`config.mk`:
```
export PLATFORM = sky130hd
export DESIGN_NAME = serial_adder_subtractor
export DESIGN_NICKNAME = d
export VERILOG_FILES = /design/src/rtl/serial_addsub_pkg.sv /design/src/rtl/serial_adder_subtractor_full_adder.sv /design/src/rtl/serial_adder_subtractor.sv
export SDC_FILE = /design/constraint.sdc
export NUM_CORES = 1
export LEC_CHECK = 0
export BUFFER_PORTS_ARGS = -buffer_cell sky130_fd_sc_hd__buf_4
export CAP_MARGIN = 5
export CORE_MARGIN = 2
export CORE_UTILIZATION = 48
export DETAILED_ROUTE_END_ITERATION = 8
export HOLD_SLACK_MARGIN = 0.02
export PLACE_DENSITY = 0.83
export SYNTH_ARGS = -nofsm -noshare
export SYNTH_HDL_FRONTEND = slang
export SYNTH_SLANG_ARGS = --single-unit
```
`constraint.sdc`:
```
create_clock -name clk -period 1.6 [get_ports clk]
set_input_delay 0.08 -clock clk [delete_from_list [all_inputs] [get_ports clk]]
set_output_delay 0.08 -clock clk [all_outputs]
set_load 0.1 [all_outputs]
```
`src/rtl/serial_addsub_pkg.sv`:
```
// Shared FSM state encoding and counter sizing for the serial adder/subtractor.
package serial_addsub_pkg;

    typedef enum logic [1:0] {
        IDLE  = 2'b00,
        SHIFT = 2'b01,
        DONE  = 2'b10
    } state_t;

    function automatic int unsigned cnt_width(input int unsigned width);
        return $clog2(width + 1);
    endfunction

endpackage

```
`src/rtl/serial_adder_subtractor_full_adder.sv`:
```
// One-bit combinational full adder used as the per-cycle bit slice.
module full_adder (
    input  logic a,
    input  logic b,
    input  logic cin,
    output logic s,
    output logic cout
);

    assign s    = a ^ b ^ cin;
    assign cout = (a & b) | (a & cin) | (b & cin);

endmodule

```
`src/rtl/serial_adder_subtractor.sv`:
```
// Bit-serial adder/subtractor, LSB first, one bit per clock.
// Define SERIAL_ADDSUB_OVF_EN to add the registered signed-overflow output ovf.
module serial_adder_subtractor
    import serial_addsub_pkg::*;
#(
    parameter int WIDTH = 4
) (
    input  logic             clk,
    input  logic             rst,
    input  logic             start,
    input  logic             sel,
    input  logic [WIDTH-1:0] A,
    input  logic [WIDTH-1:0] B,
    output logic             busy,
    output logic             done,
    output logic [WIDTH-1:0] S,
    output logic             cout
`ifdef SERIAL_ADDSUB_OVF_EN
    ,
    output logic             ovf
`endif
);

    localparam int unsigned   CW   = cnt_width(WIDTH);
    localparam logic [CW-1:0] LAST = CW'(WIDTH - 1);

    state_t           state;
    logic [WIDTH-1:0] a_r;
    logic [WIDTH-1:0] b_r;
    logic             sel_r;
    logic             c_r;
    logic [CW-1:0]    cnt;
    logic             sum_bit;
    logic             carry_next;

    // Result register is one bit narrower: the final sum bit goes straight into S.
    logic [WIDTH-2:0] res_r;
    logic [WIDTH-1:0] res_ext;

    assign res_ext = {sum_bit, res_r};

    full_adder u_fa (
        .a    (a_r[0]),
        .b    (b_r[0] ^ sel_r),
        .cin  (c_r),
        .s    (sum_bit),
        .cout (carry_next)
    );

    always_ff @(posedge clk or posedge rst) begin
        if (rst) begin
            state <= IDLE;
            a_r   <= '0;
            b_r   <= '0;
            sel_r <= 1'b0;
            c_r   <= 1'b0;
            cnt   <= '0;
            res_r <= '0;
            busy  <= 1'b0;
            done  <= 1'b0;
            S     <= '0;
            cout  <= 1'b0;
`ifdef SERIAL_ADDSUB_OVF_EN
            ovf   <= 1'b0;
`endif
        end else begin
            case (state)
                IDLE: begin
                    done <= 1'b0;
                    if (start) begin
                        a_r   <= A;
                        b_r   <= B;
                        sel_r <= sel;
                        c_r   <= sel;
                        cnt   <= '0;
                        busy  <= 1'b1;
                        state <= SHIFT;
                    end
                end
                SHIFT: begin
                    a_r   <= a_r >> 1;
                    b_r   <= b_r >> 1;
                    c_r   <= carry_next;
                    res_r <= res_ext[WIDTH-1:1];
                    cnt   <= cnt + CW'(1);
                    if (cnt == LAST) begin
                        S     <= res_ext;
                        cout  <= carry_next;
`ifdef SERIAL_ADDSUB_OVF_EN
                        ovf   <= c_r ^ carry_next;
`endif
                        busy  <= 1'b0;
                        done  <= 1'b1;
                        state <= DONE;
                    end
                end
                DONE: begin
                    done  <= 1'b0;
                    state <= IDLE;
                end
                default: begin
                    busy  <= 1'b0;
                    done  <= 1'b0;
                    state <= IDLE;
                end
            endcase
        end
    end

endmodule

```
==> flow_metrics.env <==
export IMPL_routabilityCongestion=0.773
export IMPL_synthMuxAreaShare_pct=9.68
export IMPL_wl_met3_um=78
export IMPL_area_growth_pct=23.8
export IMPL_fillers=195
export IMPL_slowest_delay_ns=0.41
export IMPL_synth_cell_types=24
export IMPL_synth_top_cell_by_area="dfrtp_1"
export IMPL_avgRoutedWirePerCell_um=12.8
export IMPL_fin_setup_tns_ns=0
export IMPL_clkLatencyLatePin_ns=0.32
export IMPL_diodes=0
export IMPL_crit_fanout=5
export IMPL_ctsResizeCount=0
export IMPL_multi_input_area_um2=435
export IMPL_crit_path_frequent_cell="ha_1"
export IMPL_clock_skew_final_ns=0.00322
export IMPL_path_clk_slew_ns=0.13
export IMPL_dr_wl_met2_um=934
export IMPL_drt_pass1_iter_count=4
export IMPL_h_tree_depth=1
export IMPL_clock_fmax_ghz=0.654
export IMPL_rsz0062_at_grt="true"
export IMPL_drive_gt1_share_pct=29.2
export IMPL_grt_usage_pct=16.4
export IMPL_drc=0
export IMPL_drt_met1_wl_um=825
export IMPL_min_period_ns=1.53
export IMPL_dieArea_um2=2750
export IMPL_num_vias=787
export IMPL_fp_row_count=17
export IMPL_synth_top_family_by_area="compound AO/OA/AOI/OAI gates"
export IMPL_crit_type="flop to flop"
export IMPL_fin_crit_sh_pct=95.6
export IMPL_synth_seq_cells=25
export IMPL_slew_headroom_pct=71.1
export IMPL_synthAdderAreaFrac_pct=4.00
export IMPL_drt_initial_drc_count=13
export IMPL_cts_sinks=25
export IMPL_placed_cell_area_um2=1330
export IMPL_yosys_warnings=0
export IMPL_area_sequential_um2=626
export IMPL_initial_core_util_pct=50.8
export IMPL_cpMaxStageDelayCell="dfrtp_1"
export IMPL_io_pins=19
export IMPL_synth_xor_area_share_pct=0.779
export IMPL_cap_violations=0
export IMPL_tightestPinTransition_ns=0.434
export IMPL_grt_max_degree=26
export IMPL_grt_pass1_wl_mm=3.24
export IMPL_postCtsSetupBuffers=0
export IMPL_synth_top_cell_area_share_pct=55.6
export IMPL_synth_avg_cell_area_um2=12.4
export IMPL_synth_simple_area_share_pct=11.7
export IMPL_cts_root_buf="clkbuf_4"
export IMPL_setup_viol_count_final=0
export IMPL_die_y_um=52.4
export IMPL_cts_max_path_buffers=2
export IMPL_end_kind="flop"
export IMPL_synth_fp_nets=106
export IMPL_fp_dieW_um=52.4
export IMPL_ant_nets=0
export IMPL_syn_area_um2=1120
export IMPL_vias_per_cell=5.32
export IMPL_portBuffers=18
export IMPL_top_layer="met4"
export IMPL_layout_commonest_cell="dfrtp_1"
export IMPL_required_ns=1.82
export IMPL_grt_pass1_vias=799
export IMPL_layout_nets=136
export IMPL_slew_viol_final=0
export IMPL_synthTopCellsByArea="dfrtp_1, inv_1, a221oi_2"
export IMPL_yosysSeqAreaShare_pct=55.6
export IMPL_gr_total_overflow=0
export IMPL_core_um2=2210
export IMPL_grt_antenna_before_repair=0
export IMPL_cts_tree="yes"
export IMPL_hold_path_class="input port to flop"
export IMPL_status="finished clean"
export IMPL_place_hpwl_mm=1.38
export IMPL_start_kind="flop"
export IMPL_synth_compound_area_share_pct=12.6
export IMPL_finalInstanceArea_um2=1390
export IMPL_hold_viol=0
export IMPL_rrSetupSlack_ns=0.07
export IMPL_synthCells=91
export IMPL_critical_path_cell_chain="ha_1 > ha_1 > nand3b_1 > mux2_1"
export IMPL_arrival_ns=1.75
export IMPL_wl_mm=1.90
export IMPL_final_cell_mix="dfrtp_1, buf_4, inv_1"
export IMPL_cts_buffers=3
-- critical path: cells and delay by family, from the launching register on --
kind	cells	cell delay, ns
adder cells (fa/ha/maj)	2	0.42
flip-flops	1	0.41
AND/OR/NAND/NOR	1	0.23
multiplexers	1	0.36
-- synth_stat cells --
library cell   n
buf_2          3
nor2b_1        6
inv_1         13
nor3b_2        1
nand3b_1       1
a21o_1         1
a221oi_1       3
nor2_1         6
a222oi_1       1
ha_1           2
nand2b_1       1
a21oi_1        1
mux2_2         3
a22o_1         3
o2bb2ai_1      1
nor3b_1        6
o21bai_1       1
mux2_1         4
dfrtp_1       25
fa_1           1
a221oi_2       3
o21ai_1        1
mux2i_1        3
xnor2_1        1
-- worst paths after layout --
kind / start / end / depth (start not counted)
worst max-delay path: cnt[0]$_DFFE_PP0P_ / S[0]$_DFFE_PP0P_ / 4
worst min-delay path: A[1] / a_r[1]$_DFFE_PP0P_ / 3
worst max register to register: cnt[0]$_DFFE_PP0P_ / S[0]$_DFFE_PP0P_ / 4
worst min register to register: busy$_DFFE_PP0P_ / busy$_DFFE_PP0P_ / 1
max in group asynchronous: rst / b_r[0]$_DFFE_PP0P_ / 4
min in group asynchronous: rst / S[2]$_DFFE_PP0P_ / 4
-- per-stage QoR --
stage	utilization [%]	hold slack, ns	setup slack [ns]	std cells
2_1_floorplan	-	0.107	0.147	91
3_3_place_gp	59.9	0.149	0.143	140
3_5_place_dp	59.9	0.166	0.0784	140
4_1_cts	63.0	0.0563	0.0570	148
5_1_grt	63.0	0.0634	-0.00403	148
6_report	63.0	0.0641	0.0710	148
-- logic make-up (layout without fill, tap and decap cells) --
logic type      after synthesis  after routing
compound gates               15             15
buf+inv                      16             45
simple gates                 21             21
xor+xnor                      1              1
fa+ha+maj                     3              3
flops                        25             25
mux                          10             10
-- state kept, by name (all words and copies together), names as in the netlist --
register  flops
a_r           4
busy          1
S             4
b_r           4
done          1
sel_r         1
cnt           3
state         2
c_r           1
res_r         3
cout          1
-- per-layer routing --
metal,track usage [%],vias to the layer above
met2,27.5,24
li1,-,372
met3,2.57,7
met4,10.3,0
met5,0,-
met1,19.6,384
-- layout make-up --
cell class                 instances  area share, %
inverter                          13           3.50
clock buffer                       3           1.62
sequential                        25           44.9
timing repair buffer              28           15.8
clock inverter                     1          0.359
tap                               28           2.52
multi-input combinational         50           31.3
-- timing repair --
action                                 4_1_cts  5_1_grt
hold buffers                                 4        0
endpoints found under the hold margin       28        0
setup endpoints to repair                    0        1
Power is left out: the tool's default activity adds up to more than one toggle a clock period on the data nets, which glitch-free logic cannot reach.
